===== src/rtl/uart_tx_pkg.sv =====
// Shared constants for the memory-mapped UART transmitter: register map,
// status/control bit positions and FSM encoding.
package uart_tx_pkg;
  localparam logic [1:0] REG_DATO    = 2'd0;
  localparam logic [1:0] REG_ESTADO  = 2'd1;
  localparam logic [1:0] REG_DIVISOR = 2'd2;
  localparam logic [1:0] REG_CONTROL = 2'd3;

  localparam int EST_VACIA    = 0;
  localparam int EST_LLENA    = 1;
  localparam int EST_OCUPADO  = 2;
  localparam int EST_DESBORDE = 3;

  localparam int CTL_HAB      = 0;
  localparam int CTL_FLUSH    = 1;
  localparam int CTL_CLR_DESB = 2;

  typedef enum logic [1:0] {
    REPOSO = 2'd0,
    INICIO = 2'd1,
    DATOS  = 2'd2,
    PARADA = 2'd3
  } estado_e;
endpackage


===== src/rtl/fifo_sincrona.sv =====
// Single-clock FIFO with flush; a push into a full FIFO is accepted only when
// a pop happens in the same cycle.
module fifo_sincrona #(
  parameter int PROFUNDIDAD = 8,
  parameter int ANCHO       = 8
) (
  input  logic             clk,
  input  logic             reset,
  input  logic             push,
  input  logic             pop,
  input  logic             flush,
  input  logic [ANCHO-1:0] din,
  output logic [ANCHO-1:0] dout,
  output logic             vacia,
  output logic             llena
);
  localparam int AW = $clog2(PROFUNDIDAD);

  logic [ANCHO-1:0] mem_q [PROFUNDIDAD];
  logic [AW-1:0]    wr_q, rd_q;
  logic [AW:0]      cnt_q;
  logic             do_push, do_pop;

  assign vacia   = (cnt_q == '0);
  assign llena   = (cnt_q == (AW+1)'(PROFUNDIDAD));
  assign do_push = push && (!llena || pop);
  assign do_pop  = pop && !vacia;
  assign dout    = mem_q[rd_q];

  always_ff @(posedge clk) begin
    if (reset || flush) begin
      wr_q  <= '0;
      rd_q  <= '0;
      cnt_q <= '0;
    end else begin
      if (do_push) wr_q <= wr_q + AW'(1);
      if (do_pop)  rd_q <= rd_q + AW'(1);
      if (do_push && !do_pop)      cnt_q <= cnt_q + (AW+1)'(1);
      else if (do_pop && !do_push) cnt_q <= cnt_q - (AW+1)'(1);
    end
  end

  always_ff @(posedge clk) begin
    if (do_push && !flush) mem_q[wr_q] <= din;
  end
endmodule


===== src/rtl/periferico_uart_tx.sv =====
// Memory-mapped 8N1 UART transmitter: register file, registered read mux,
// byte FIFO and baud-rate serialiser FSM.
module periferico_uart_tx
  import uart_tx_pkg::*;
#(
  parameter int          PROFUNDIDAD = 8,
  parameter logic [15:0] DIV_RESET   = 16'd433
) (
  input  logic        clk,
  input  logic        reset,
  input  logic        sel,
  input  logic [31:0] dir,
  input  logic [31:0] dat_escritura,
  input  logic        hab_escritura,
  output logic [31:0] dat_lectura,
  output logic        tx
);
  logic [1:0]  idx;
  logic        wr, wr_dato, wr_div, wr_ctl, flush;
  logic [15:0] div_q;
  logic        hab_q, desb_q;
  logic [31:0] rd_d, dat_lectura_q;

  estado_e     estado_q, estado_d;
  logic [15:0] cnt_q, cnt_d;
  logic [2:0]  bit_q, bit_d;
  logic [7:0]  shift_q, shift_d;
  logic        tx_q, tx_d;
  logic        pop, fin_bit;

  logic [7:0]  dout;
  logic        vacia, llena;
  logic        unused_ok;

  assign unused_ok = ^{dir[31:4], dir[1:0], dat_escritura[31:16]};

  assign idx     = dir[3:2];
  assign wr      = sel && hab_escritura;
  assign wr_dato = wr && (idx == REG_DATO);
  assign wr_div  = wr && (idx == REG_DIVISOR);
  assign wr_ctl  = wr && (idx == REG_CONTROL);
  assign flush   = wr_ctl && dat_escritura[CTL_FLUSH];
  assign fin_bit = (cnt_q == 16'd0);

  fifo_sincrona #(.PROFUNDIDAD(PROFUNDIDAD), .ANCHO(8)) u_fifo (
    .clk   (clk),
    .reset (reset),
    .push  (wr_dato),
    .pop   (pop),
    .flush (flush),
    .din   (dat_escritura[7:0]),
    .dout  (dout),
    .vacia (vacia),
    .llena (llena)
  );

  always_ff @(posedge clk) begin
    if (reset) begin
      div_q  <= DIV_RESET;
      hab_q  <= 1'b1;
      desb_q <= 1'b0;
    end else begin
      if (wr_div) div_q <= dat_escritura[15:0];
      if (wr_ctl) hab_q <= dat_escritura[CTL_HAB];
      if (wr_ctl && dat_escritura[CTL_CLR_DESB]) desb_q <= 1'b0;
      else if (wr_dato && llena && !pop)         desb_q <= 1'b1;
    end
  end

  always_comb begin
    rd_d = '0;
    case (idx)
      REG_ESTADO: begin
        rd_d[EST_VACIA]    = vacia;
        rd_d[EST_LLENA]    = llena;
        rd_d[EST_OCUPADO]  = (estado_q != REPOSO);
        rd_d[EST_DESBORDE] = desb_q;
      end
      REG_DIVISOR: rd_d[15:0]     = div_q;
      REG_CONTROL: rd_d[CTL_HAB]  = hab_q;
      default:     rd_d           = '0;
    endcase
  end

  always_ff @(posedge clk) begin
    if (reset)    dat_lectura_q <= '0;
    else if (sel) dat_lectura_q <= rd_d;
  end

  // State register; tx is registered from the next-state decode so it never glitches.
  always_ff @(posedge clk) begin
    if (reset) begin
      estado_q <= REPOSO;
      cnt_q    <= '0;
      bit_q    <= '0;
      shift_q  <= '0;
      tx_q     <= 1'b1;
    end else begin
      estado_q <= estado_d;
      cnt_q    <= cnt_d;
      bit_q    <= bit_d;
      shift_q  <= shift_d;
      tx_q     <= tx_d;
    end
  end

  always_comb begin
    estado_d = estado_q;
    cnt_d    = cnt_q - 16'd1;
    bit_d    = bit_q;
    shift_d  = shift_q;
    pop      = 1'b0;
    case (estado_q)
      REPOSO: begin
        cnt_d = cnt_q;
        if (hab_q && !vacia) begin
          pop      = 1'b1;
          shift_d  = dout;
          cnt_d    = div_q;
          estado_d = INICIO;
        end
      end
      INICIO: if (fin_bit) begin
        estado_d = DATOS;
        bit_d    = 3'd0;
        cnt_d    = div_q;
      end
      DATOS: if (fin_bit) begin
        cnt_d   = div_q;
        shift_d = shift_q >> 1;
        if (bit_q == 3'd7) estado_d = PARADA;
        else               bit_d    = bit_q + 3'd1;
      end
      PARADA: if (fin_bit) begin
        // Chain straight into the next start bit so queued bytes leave no idle gap.
        if (hab_q && !vacia) begin
          pop      = 1'b1;
          shift_d  = dout;
          cnt_d    = div_q;
          estado_d = INICIO;
        end else begin
          estado_d = REPOSO;
        end
      end
      default: estado_d = REPOSO;
    endcase
  end

  always_comb begin
    case (estado_d)
      INICIO:  tx_d = 1'b0;
      DATOS:   tx_d = shift_d[0];
      default: tx_d = 1'b1;
    endcase
  end

  assign tx          = tx_q;
  assign dat_lectura = dat_lectura_q;
endmodule


===== config.mk =====
export PLATFORM = sky130hd
export DESIGN_NAME = periferico_uart_tx
export DESIGN_NICKNAME = d
export VERILOG_FILES = /design/src/rtl/uart_tx_pkg.sv /design/src/rtl/fifo_sincrona.sv /design/src/rtl/periferico_uart_tx.sv
export SDC_FILE = /design/constraint.sdc
export NUM_CORES = 1
export LEC_CHECK = 0
export ABC_AREA = 1
export BUFFER_PORTS_ARGS = -buffer_cell sky130_fd_sc_hd__clkbuf_2
export CAP_MARGIN = 25
export CORE_ASPECT_RATIO = 0.7
export CORE_UTILIZATION = 35
export DETAILED_ROUTE_END_ITERATION = 8
export SLEW_MARGIN = 25
export SYNTH_ARGS = -nofsm -noshare
export SYNTH_HDL_FRONTEND = slang
export SYNTH_SLANG_ARGS = --single-unit

===== constraint.sdc =====
create_clock -name clk -period 6.3 [get_ports clk]
set_clock_uncertainty 0.2 [all_clocks]
set_input_delay 0 -clock clk [delete_from_list [all_inputs] [get_ports clk]]
set_output_delay 0 -clock clk [all_outputs]
set_load 0.02 [all_outputs]

-- After elaboration in Yosys (flattened, before gate mapping)
Memory sizes are Yosys's and may differ from the RTL's. A register that Yosys moved wholly into a read port is not among the register bits.
Index checks and enable logic that the tools add are counted.
- shift-type cells: 0
- add/subtract/negate cells: 6
- bitwise gates (word level): 0
- multipliers: 0
- equality and inequality tests: 15
- divide/modulo/power cells: 0
- reductions and logical operators: 34
- multiplexer cells: 33
- order comparisons: 0
- operator list (cell ; count):
    two-way mux 16 bit ; 4
    one-hot mux 16 bit (3 select lines) ; 1
    two-way mux 8 bit ; 3
    one-hot mux 8 bit (3 select lines) ; 1
    logical NOT 16 bit ; 1
    subtractor 16 x 1 -> 16 bit (second input constant) ; 1
    two-way mux 3 bit ; 5
    logical AND 1 bit ; 14
    two-way mux 12 bit ; 1
    one-hot mux 3 bit (2 select lines) ; 2
    equality test 2 bit (second input constant) ; 5
    two-way mux 2 bit ; 5
    inequality test 2 bit (second input constant) ; 5
    adder 3 x 1 -> 3 bit (second input constant) ; 3
    two-way mux 4 bit ; 2
    one-hot mux 2 bit (4 select lines) ; 1
    equality test 2 x 1 -> 1 bit (second input constant) ; 3
    logical NOT 1 bit ; 6
    nonzero test 2 bit ; 3
    two-way mux 1 bit ; 5
    adder 4 x 1 -> 4 bit (second input constant) ; 1
    equality test 4 bit (second input constant) ; 1
    logical NOT 2 bit ; 2
    logical NOT 4 bit ; 1
    9 further kinds ; 12
- RAM bits: 64
- output and inout port bits: 33
- memory bits (read-only): 0
- memories: 1
- input port bits: 68
- logic and storage cells: 102
- bits in latches: 0
- register bits after elaboration: 74
- memory list (memory ; words ; bits a word ; rd ports ; clocked after Yosys merged registers in ; write ports ; RTL line ; RTL):
    u_fifo.mem_q ; 8 ; 8 ; 1 ; 1 ; 1 ; fifo_sincrona.sv:19 ; logic [ANCHO-1:0] mem_q [PROFUNDIDAD];

-- Logic depth before layout (Yosys ltp)
Gate-level depths: netlist of the first run.
- depth in word-level cells: 12
- depth in mapped cells: 19
- mapped depth without buffers: 19

-- By module
A second synthesis of the first run with hierarchy kept.
- cells, all modules: 867
- area, all modules: 7045.5 um^2
- modules (own cells, without submodules) (module ; cells an instance ; area an instance (um^2) ; seq. area each (um^2) ; times used):
    periferico_uart_tx ; 556 ; 3772.4 ; 1281.2 ; 1
    fifo_sincrona ; 311 ; 3273.1 ; 2182.1 ; 1

-- Worst setup path before layout of the first run
OpenSTA, ideal clock, no wires.
- path kind: reg-to-reg
- start: reg estado_q[1]
- end: reg u_fifo.cnt_q[3]
- library setup time: 0.080 ns
- data required time: 6.020 ns
- stages on the path, launching flop included: 17
- path buffers: 0
- path slack: 3.490 ns
- period minus slack after synthesis: 2.810 ns
- arrival: 2.530 ns
- path through: dfxtp_1 inv_1 ha_1 inv_1 nand2_4 nand2_4 nand2_4 inv_2 ha_1 inv_1 ha_1 a21o_1 a21oi_1 o21ai_0 a21o_1 nand2_1 nor3b_1
- cells in the longest elaborated chain, start to end: 7
- elaborated cells between the ends (all ways): 12
- those cells by class: 1 x eq/ne; 2 x mux; 9 x reduce/logical
- ends and longest elaborated chain (what ; RTL line ; RTL):
    from (decl) ; periferico_uart_tx.sv:24 ; estado_e estado_q, estado_d;
    from (signal assigned) ; periferico_uart_tx.sv:99 ; estado_q <= estado_d;
    equality test 2 bit / logical NOT 2 bit (equally long branches) ; periferico_uart_tx.sv:113 ; case (estado_q)
    one-hot mux 1 bit (2 select lines) * ; periferico_uart_tx.sv:113 ;
    logical OR 1 bit * ; fifo_sincrona.sv:26 ; assign do_push = push && (!llena || pop);
    logical AND 1 bit * ; fifo_sincrona.sv:26 ;
    net u_fifo.do_push ; fifo_sincrona.sv:22 ; logic do_push, do_pop;
    logical NOT 1 bit ; fifo_sincrona.sv:39 ; else if (do_pop && !do_push) cnt_q <= cnt_q - (AW+1)'(1);
    logical AND 1 bit ; fifo_sincrona.sv:39 ;
    nonzero test 2 bit (no line) ; - ;
    to (signal assigned) ; fifo_sincrona.sv:38 ; if (do_push && !do_pop) cnt_q <= cnt_q + (AW+1)'(1);
    to (signal assigned) ; fifo_sincrona.sv:39 ;
    to (decl) ; fifo_sincrona.sv:21 ; logic [AW:0] cnt_q;
Mark *: on every way through the listed nets, which the timed path passes. The rest lies on a longest branch.
A chain may end at the register's enable or synchronous reset.

-- Final worst setup path of the first run
- start: reg u_fifo.cnt_q[0]
- end: reg u_fifo.cnt_q[3]
- cells in the longest elaborated chain, start to end: 11
- elaborated cells between the ends (all ways): 20
- those cells by class: 2 x add/sub; 1 x eq/ne; 5 x mux; 12 x reduce/logical
- ends and longest elaborated chain (what ; RTL line ; RTL):
    logical NOT 4 bit ; fifo_sincrona.sv:24 ; assign vacia = (cnt_q == '0);
    logical NOT 1 bit ; periferico_uart_tx.sv:116, periferico_uart_tx.sv:136 ;
    logical AND 1 bit ; periferico_uart_tx.sv:116, periferico_uart_tx.sv:136 ;
    two-way mux 1 bit ; periferico_uart_tx.sv:116, periferico_uart_tx.sv:136 ;
    two-way mux 1 bit ; periferico_uart_tx.sv:134 ; PARADA: if (fin_bit) begin
    one-hot mux 1 bit (2 select lines) ; periferico_uart_tx.sv:113 ;
    logical OR 1 bit * ; fifo_sincrona.sv:26 ;
    logical AND 1 bit * ; fifo_sincrona.sv:26 ;
    net u_fifo.do_push ; fifo_sincrona.sv:22 ;
    logical NOT 1 bit ; fifo_sincrona.sv:39 ;
    logical AND 1 bit ; fifo_sincrona.sv:39 ;
    nonzero test 2 bit (no line) ; - ;
Mark *: on every way through the listed nets, which the timed path passes. The rest lies on a longest branch. The select of a mux whose other input is x is not followed.

==> reports/summary.txt, run 1 <==
Synth Area in Simple Gates: 0.237
PortBufs: 38
Register-to-Register Path Depth: 19
initial core utilization: 0.363
GP Congestion: 0.822
xor and xnor area share after synthesis: 0.0176
Wirelength per Cell: 14.6 um
Most common cell on crit path: nand2_4
worst-path cell chain: nor2_1, nand2_2, nand2_4, inv_2, nand4_1, nand2_2, nand2_4, nand2_4, nand2_4, inv_2, ha_1, inv_1, ha_1, a21o_1, a21oi_1, o21ai_0, a21o_1, nand2_1, nor3b_1
die area: 20500 um^2
Worst-Margin Slew: 0.948 ns
Reg area: 3460 um^2
CP max-delay cell: dfxtp_1
Post-CTS Repair Setup Buffers: 0
status: finished clean
post-synthesis instance total: 825
critical path depth: 19
io pins: 101
Rel. slew slack: 0.366
gr usage total: 0.175
Avg Cell Area, Syn: 8.46 um^2
WP data required: 6.44 ns
# fillers: 1930
Cell variety after synth: 48
fin nets: 972
Leak: 0.00331 uW
CP Max Fanout: 14
Seq/Total Area, Yosys: 0.496
crit start category: register
H-tree depth: 4
Worst-Skew Late Latency: 0.42 ns
DRT Pass-1 Iters: 5
worst r2r src: u_fifo.cnt_q[0]
largest net degree at the start of global routing: 34
CTS Buf Count: 17
Ys Warns: 0
#FFs+latches synth: 141
R2R Setup Slk: 2.95 ns
multi-input logic area: 3090 um^2
grt total ovfl: 0
Peak VDD IR: 0.200 mV
Synth Area in Compound Gates: 0.142
drt total wl: 17.0 mm
area delta synth->final: 17.5%
TNS Setup: 0 ns
synthesized area: 6980 um^2
post-DP HPWL: 11.5 mm
Worst Path Arrival: 3.50 ns
Slew Limit Fails: 0
antenna violations before repair: 0
Final Hold Fails: 0
hold crit path type: in2reg
Starting DRT DRC Count: 444
Core ar.: 19200 um^2
RSZ-0062 raised after global routing: false
DR vias: 5592
Top Family by Delay on Critical Path: simple AND/OR/NAND/NOR gates
peak per-stage delay on the critical path: 0.43 ns
Final setup viols: 0
Post-Synth Adder-Cell Area: 0.0369
Clock Sink Count: 141
first-pass GRT wire length: 27.3 mm
layout cells sized above 1: 0.139
MaxCap Viol Count: 0
fin crit period: 3.35 ns
Pwr Density: 431 nW/um^2
Clock Path Buffers: 2
Crit Path Class: reg2reg
Post-route DRC: 0
Tcrit/Tclk final: 0.532
Die W: 171 um
largest family of logic cells by synthesized area: simple AND/OR/NAND/NOR gates
fmax: 298 MHz
Buf/Inv on CP: 3
reg-to-reg endpoint: u_fifo.cnt_q[3]
Die Ht: 120 um
routed vias/inst: 4.82
vias in the first global route: 5222
clock root buffer: clkbuf_16
Tot Pwr: 3530 uW
# rows: 42
# diodes: 0
Critical path origin: u_fifo.cnt_q[0]
Clk pin slew, worst setup/hold paths: 0.06 ns
Worst Setup End Kind: register
post-synthesis mux area share: 0
TritonCTS clock tree: yes
remaining antenna violation count: 0
crit path capture: u_fifo.cnt_q[3]
## per-layer routing
layer  wire (um)  track usage
met3        1120       0.0409
met2        6460        0.231
met1        9280        0.273
met5           0            0
met4         121       0.0529
## cell type report
type,instances,share of cell area
Clock inverter,13,0.0122
Sequential cell,141,0.423
Multi-Input combinational cell,593,0.376
Clock buffer,19,0.0580
Tap cell,264,0.0403
Inverter,59,0.0276
Timing Repair Buffer,72,0.0629
## state kept, by name, summed over array words and instances (netlist names), named ones only
name and flops:
u_fifo.mem_q 64, cnt_q 16, dat_lectura 16, div_q 16, shift_q 8, u_fifo.cnt_q 4
bit_q 3, u_fifo.rd_q 3, u_fifo.wr_q 3, estado_q 2, desb_q 1, hab_q 1
tx 1
## what timing repair did
| action | 4_1_cts | 5_1_grt |
|---|---|---|
| gates resized for setup | 0 | 0 |
| hold buffers | 25 | 0 |
| endpoints found under the hold margin | 111 | 0 |
## through the flow
stage	instances	cell area [um^2]	hold WS [ns]	util	setup slack (ns)
2_1_floorplan	840	7030	-0.116	-	3.49
3_3_place_gp	1103	7360	0.0315	0.382	2.98
3_5_place_dp	1103	7360	0.0328	0.382	2.94
4_1_cts	1160	8180	0.0234	0.425	2.92
5_1_grt	1161	8200	0.0766	0.426	2.64
6_report	1161	8200	0.0397	0.426	2.95
## how the worst min path moves through the flow
stage                      start             end  slack [ns]  cells after the start
4_1_cts                   dir[2]  dat_lectura[3]        0.02                      6
3_5_place_dp    dat_escritura[8]        div_q[8]        0.03                      3
6_report                  dir[2]  dat_lectura[3]        0.04                      6
3_3_place_gp   dat_escritura[11]       div_q[11]        0.03                      3
2_1_floorplan              reset     estado_q[1]       -0.12                      1
5_1_grt                   dir[2]  dat_lectura[2]        0.08                      6
## synthesized netlist by cell type, drive strengths merged
cell    count  area [um^2]
and3        1         6.26
conb        1         3.75
o22ai       5         31.3
nor3        5         25.0
dfxtp      77         1540
ha         19          238
a21oi      75          379
fa          1         20.0
o211ai     12         95.1
clkinv      1         8.76
nor2      110          498
or2         4         25.0
nor4        1         6.26
a211oi      1         7.51
a21o        2         15.0
nand4       5         31.3
buf        27          184
inv        58          218
o21a        1         7.51
edfxtp     64         1920
nand3      60          310
o21bai      3         22.5
nor3b       2         15.0
nand3b      1         7.51
nand2     174          732
clkbuf     20         75.1
xor2        7         61.3
a311oi      1         8.76
a31oi       2         12.5
o21ai      78          409
xnor2       7         61.3
## power breakdown
part	leakage (uW)	internal [uW]	switching, uW
clock network	0.000287	558	425
logic	0.00182	457	926
registers	0.00120	1060	112
## cells in the final DEF (no fill, tap or decap), drive strengths merged, types with 2 or more instances in the layout
master       count
o21bai           3
o21ai           78
clkinv           6
o211ai          12
xnor2            7
nand3           60
nand2          174
dlygate4sd3     25
dfxtp           77
edfxtp          64
conb            16
nor3             5
buf              9
or2              4
clkbuf          57
nor3b            2
a21oi           75
a21o             2
a31oi            2
nor2           110
xor2             7
o22ai            5
nand4            5
inv             65
ha              19
## cells by family after synthesis
logic type / count (synthesis)
AO/OA/AOI/OAI: 180
XOR/XNOR: 14
adder cells (fa/ha/maj): 20
buffers and inverters: 106
flip-flops: 141
other: 1
AND/OR/NAND/NOR: 363
## tightest hold or removal path, cell delays in order
cell,delay (ns)
clkbuf_2,0.11
ha_1,0.20
nand2_1,0.06
o21ai_0,0.08
nand2_1,0.07
a21oi_1,0.11
(Power assumes the default switching activity.)
==> inputs of run 2 (changes only) <==
- ABC_AREA: 1 -> 0
- clock period: 6.3 -> 3.4 ns (I/O delays scaled with it)
==> run 2 against run 1 <==
Effect of this change:
- cell count fell by 19%
- hold slack improved by 0.10 ns
- core utilization rose by 1.2 points
- first-iteration DRC count fell by 0.23%
- via count fell by 8.4%
- count of clock-buffer cells in the layout did not move
- fmax rose by 5.2%
- sequential power rose by 86%
- non-clock buffer count rose by 21
- critical path depth fell by 4
==> reports/summary.txt, run 2 <==
# diodes: 0
initial core utilization: 0.363
Top Family by Delay on Critical Path: simple AND/OR/NAND/NOR gates
area delta synth->final: 20.6%
largest net degree at the start of global routing: 35
Worst-Margin Slew: 0.965 ns
ys flop type: dfxtp_1
Clock Path Buffers: 2
remaining antenna violation count: 0
layout cells sized above 1: 0.189
worst-path cell chain: inv_2, ha_1, nor4b_4, buf_4, and4_1, o2111ai_2, nand2_1, ha_1, inv_1, ha_1, a21o_1, a21oi_1, xnor2_1, or3_1, a21oi_1
status: finished clean
Tot Pwr: 6490 uW
post-DP HPWL: 11.2 mm
synthesized area: 6650 um^2
post-route insts no fill: 944
MaxCap Viol Count: 0
Final Hold Fails: 0
top cells by area, synth: edfxtp_1 (29%), dfxtp_1 (23%), mux4_2 (5.1%)
#FFs+latches synth: 141
post-synthesis instance total: 621
Final WS setup: 0.213 ns
Post-synth EDFFs: 64
CP max-delay cell: dfxtp_1
vias in the first global route: 4842
peak per-stage delay on the critical path: 0.37 ns
most flop-heavy register: u_fifo.mem_q
Die W: 167 um
fin nets: 783
Slew Limit Fails: 0
DRT Pass-1 Iters: 5
Final setup viols: 0
# rows: 41
placed insts: 889
Clock Sink Count: 141
clock root buffer: clkbuf_16
Seq pwr share: 0.336
GP Congestion: 0.834
RSZ-0062 raised after global routing: false
Tcrit/Tclk final: 0.937
Seq/Total Area, Yosys: 0.521
DR vias: 5125
Synth top cells by count: dfxtp_1 (77), edfxtp_1 (64), nand2_1 (52), a21oi_1 (46), nor2_1 (43)
Most common cell on crit path: ha_1
WP data required: 3.55 ns
Die Ht: 117 um
gr usage total: 0.172
hold crit path type: in2reg
Worst Path Arrival: 3.34 ns
H-tree depth: 4
grt total ovfl: 0
CP Max Fanout: 4
Clk pin slew, worst setup/hold paths: 0.06 ns
routed vias/inst: 5.43
CTS Buf Count: 17
combinational power share: 0.379
Ys Warns: 0
Sw Pwr: 2400 uW
Leak: 0.00293 uW
fin crit period: 3.19 ns
Crit Path Class: reg2reg
Post-CTS Repair Setup Buffers: 0
Worst Setup End Kind: register
Peak VDD IR: 0.424 mV
Pwr Density: 809 nW/um^2
Sw Share: 0.370
max reg flops: 64
cell-internal power: 4090 uW
Rel. slew slack: 0.351
Synth async-reset ratio: 0
commonest non-fill, non-tap cells in the layout: dfxtp_1 (77), edfxtp_1 (64), nand2_1 (52)
Buf/Inv on CP: 3
io pins: 101
Core ar.: 18300 um^2
top-area cell type share of the netlist area: 0.289
PortBufs: 38
drt total wl: 16.2 mm
Wirelength per Cell: 17.2 um
die area: 19600 um^2
Post-route DRC: 0
TritonCTS clock tree: yes
TNS Setup: 0 ns
Avg Cell Area, Syn: 10.7 um^2
most common cell after layout, fill and taps aside: dfxtp_1
first-pass GRT wire length: 25.7 mm
Cell variety after synth: 66
most frequent cell after synthesis: dfxtp_1
leading area contributor after synthesis: edfxtp_1
Worst-Skew Late Latency: 0.42 ns
fmax: 314 MHz
Starting DRT DRC Count: 443
antenna violations before repair: 0
crit start category: register
clock share of power: 0.285
Place WS: 0.102 ns
run 2: cell count changes in the layout (fill, tap and decap cells not counted), moves of 17 or more:
cell | before | now
nand2b_1 | 0 | 20
nand3_1 | 58 | 41
nor2_1 | 95 | 43
a21oi_1 | 74 | 46
inv_1 | 52 | 17
o21ai_0 | 71 | 16
nand2_1 | 160 | 52
buf_4 | 8 | 32
run 2: power by group through the flow:
stage          Sequential, uW  Clock, uW  Combinational (uW)
2_1_floorplan            2160          0                1720
3_3_place_gp             2180          0                2310
3_5_place_dp             2200          0                2380
4_1_cts                  2160       1880                2410
5_1_grt                  2210       1950                2700
6_report                 2180       1850                2460
run 2: timing repair:
| action | CTS | global route |
|---|---|---|
| endpoints found under the setup margin | 0 | 1 |
| gates resized for setup | 0 | 5 |
| hold buffers | 22 | 0 |
| hold endpoints to repair | 106 | 0 |
run 2: layout make-up:
class / count / area [um^2]
inverter: 18 / 67.6
sequential: 141 / 3460
multi-input combinational: 424 / 2940
timing repair buffer: 93 / 656
clock inverter: 13 / 138
fill: 1653 / 10300
tap: 236 / 295
clock buffer: 19 / 454
run 2: layer usage:
layer	share of wire	wire length [um]	GRT usage	vias up
li1	-	-	-	2433
met1	0.49	7960	0.250	2509
met2	0.43	7010	0.247	171
met3	0.063	1030	0.0344	12
met4	0.013	215	0.0694	0
met5	0	0	0	-
run 2: kinds of logic after synthesis:
family | synth area share
AO/OA/AOI/OAI | 0.133
XOR/XNOR | 0.0171
adder cells (fa/ha/maj) | 0.0388
buffers and inverters | 0.0497
flip-flops | 0.521
multiplexers | 0.0736
other | 0.000564
AND/OR/NAND/NOR | 0.166
run 2: worst register-to-register path, stage by stage, from the launching register on:
cell       delay, ns
dfxtp_1         0.37
inv_2           0.07
ha_1            0.21
nor4b_4         0.13
buf_4           0.14
and4_1          0.23
o2111ai_2       0.20
nand2_1         0.08
ha_1            0.22
inv_1           0.13
ha_1            0.24
a21o_1          0.18
a21oi_1         0.18
xnor2_1         0.09
or3_1           0.30
a21oi_1         0.14
run 2: metrics by stage:
| stage | cell area, um^2 | hold WS (ns) | util |
|---|---|---|---|
| 2_1_floorplan | 6710 | -0.101 | - |
| 3_3_place_gp | 7170 | 0.0196 | 0.392 |
| 3_5_place_dp | 7170 | 0.0260 | 0.392 |
| 4_1_cts | 7990 | 0.116 | 0.436 |
| 5_1_grt | 8020 | 0.159 | 0.438 |
| 6_report | 8020 | 0.142 | 0.438 |
run 2: final timing paths:
check | startpoint | endpoint | slack [ns] | depth (start not counted)
worst min-delay path | dat_escritura[8] | div_q[8] | 0.14 | 4
worst max register to register | cnt_q[0] | u_fifo.cnt_q[3] | 0.21 | 15
worst max-delay path | cnt_q[0] | u_fifo.cnt_q[3] | 0.21 | 15
worst min register to register | dat_lectura[10] | dat_lectura[10] | 0.27 | 2
==> inputs of run 3 (changes only) <==
- SKIP_LAST_GASP: unset -> 1
- clock period: 3.4 -> 4 ns (I/O delays scaled with it)
==> run 3 against run 2 <==
Effect of this change:
- count of clock-buffer cells in the layout shrank 2
- power is 19% lower
- register-to-register slack better by 0.25 ns
- cell count shrank 1.5%
- non-clock buffer count decreased by 12
- sequential power down 15%
- sequential share of layout area is 0.91 points higher
- critical path depth decreased by 1
- critical endpoint unchanged
- largest power group unchanged
- highest routed layer unchanged
==> reports/summary.txt, run 3 (synthesized netlist as in run 2, its figures left out) <==
Seq pwr share: 0.356
Post-CTS Repair Setup Buffers: 0
Worst Setup End Kind: register
Leak: 0.00283 uW
vias in the first global route: 4975
# rows: 41
Tcrit/Tclk final: 0.885
TritonCTS clock tree: yes
most common cell after layout, fill and taps aside: dfxtp_1
initial core utilization: 0.363
Rel. slew slack: 0.170
Die Ht: 117 um
H-tree depth: 4
R2R Setup Slk: 0.46 ns
clock share of power: 0.272
hold_ws: 0.0164 ns
largest net degree at the start of global routing: 55
combinational power share: 0.372
io pins: 101
reg-to-reg endpoint: u_fifo.cnt_q[3]
Clock Path Buffers: 2
Worst-Margin Slew: 1.25 ns
Sw Pwr: 1980 uW
crit start category: register
DR vias: 5110
fin nets: 771
# fillers: 1698
layout cells sized above 1: 0.160
fmax: 283 MHz
DRT Pass-1 Iters: 5
Slew Limit Fails: 0
gr usage total: 0.172
Final Hold Fails: 0
PortBufs: 38
routed vias/inst: 5.49
Register-to-Register Path Depth: 14
MaxCap Viol Count: 0
CP Max Fanout: 5
Tot Pwr: 5230 uW
multi-input logic area: 2920 um^2
drt total wl: 16.1 mm
first-pass GRT wire length: 26.2 mm
area delta synth->final: 18.1%
RSZ-0062 raised after global routing: false
Crit Path Class: reg2reg
most flop-heavy register: u_fifo.mem_q
max reg flops: 64
antenna violations before repair: 0
Clock Sink Count: 141
Core ar.: 18300 um^2
Peak VDD IR: 0.413 mV
Post-route DRC: 0
GP Congestion: 0.831
Worst-Skew Late Latency: 0.42 ns
HP Start: sel
hold buffer count at CTS: 26
remaining antenna violation count: 0
hold depth: 3
CTS Buf Count: 17
post-DP HPWL: 11.0 mm
Reg area: 3460 um^2
Critical path origin: cnt_q[0]
commonest non-fill, non-tap cells in the layout: dfxtp_1 (77), edfxtp_1 (64), nand2_1 (52)
Final setup viols: 0
hold endpoint: dat_lectura[4]
Final WS setup: 0.462 ns
Die W: 167 um
Sw Share: 0.378
Pwr Density: 666 nW/um^2
clock root buffer: clkbuf_16
WP data required: 4.14 ns
# diodes: 0
grt total ovfl: 0
fin crit period: 3.54 ns
worst r2r src: cnt_q[0]
Worst Path Arrival: 3.68 ns
Starting DRT DRC Count: 523
die area: 19600 um^2
Place WS: 0.530 ns
PostCTS Resize Cnt: 0
TNS Setup: 0 ns
Wirelength per Cell: 17.3 um
cell-internal power: 3250 uW
hold crit path type: in2reg
Clk pin slew, worst setup/hold paths: 0.06 ns
status: finished clean
==> run 3: cell types whose count changed in the layout (fill, tap and decap cells not counted), moves of 2 or more <==
cell,change
buf_4,-15
clkinvlp_4,+3
clkinv_1,+2
inv_4,-2
clkinv_4,-2
dlygate4sd3_1,+4
==> run 3: critical path: stages (launching register included) <==
cell      delay (ns)
dfxtp_1         0.32
inv_1           0.11
ha_1            0.17
nor4b_1         0.49
nand4_1         0.22
a21boi_1        0.30
inv_1           0.15
ha_1            0.25
inv_1           0.12
ha_1            0.25
a21o_1          0.17
a21oi_1         0.17
xnor2_1         0.09
or3_1           0.30
a21oi_1         0.14
==> run 3: per-layer routing <==
metal | share of wire | up-vias | track usage
met5 | 0 | - | 0
met4 | 0.011 | 0 | 0.0602
met3 | 0.057 | 15 | 0.0324
met2 | 0.45 | 165 | 0.256
met1 | 0.48 | 2522 | 0.248
li1 | - | 2408 | -
==> run 3: worst max-delay path by stage <==
stage / depth (start not counted) / endpoint / slack [ns]
4_1_cts: 14 / u_fifo.cnt_q[3] / 0.50
5_1_grt: 14 / u_fifo.cnt_q[3] / 0.19
3_5_place_dp: 14 / u_fifo.cnt_q[3] / 0.53
3_3_place_gp: 14 / u_fifo.cnt_q[3] / 0.60
2_1_floorplan: 14 / u_fifo.cnt_q[3] / 0.56
6_report: 14 / u_fifo.cnt_q[3] / 0.46
==> run 3: metrics by stage <==
stage | utilization | area [um^2] | instances
6_report | 0.429 | 7850 | 930
2_1_floorplan | - | 6710 | 636
5_1_grt | 0.429 | 7850 | 930
3_5_place_dp | 0.385 | 7060 | 874
3_3_place_gp | 0.385 | 7060 | 874
4_1_cts | 0.428 | 7850 | 930
==> run 3: final cells by class <==
cell class                      count  share of cell area
Clock buffer                       17              0.0542
Tap cell                          236              0.0376
Timing Repair Buffer               81              0.0736
Inverter                           18             0.00860
Multi-Input combinational cell    424               0.372
Sequential cell                   141               0.441
Clock inverter                     13              0.0132
==> run 3: power by group through the flow <==
| stage | Sequential [uW] | Combinational (uW) | Clock [uW] |
|---|---|---|---|
| floorplan | 1830 | 1460 | 0 |
| global placement | 1870 | 1830 | 0 |
| detailed placement | 1890 | 1900 | 0 |
| CTS | 1860 | 1920 | 1450 |
| global route | 1890 | 2150 | 1510 |
| finish | 1860 | 1950 | 1420 |
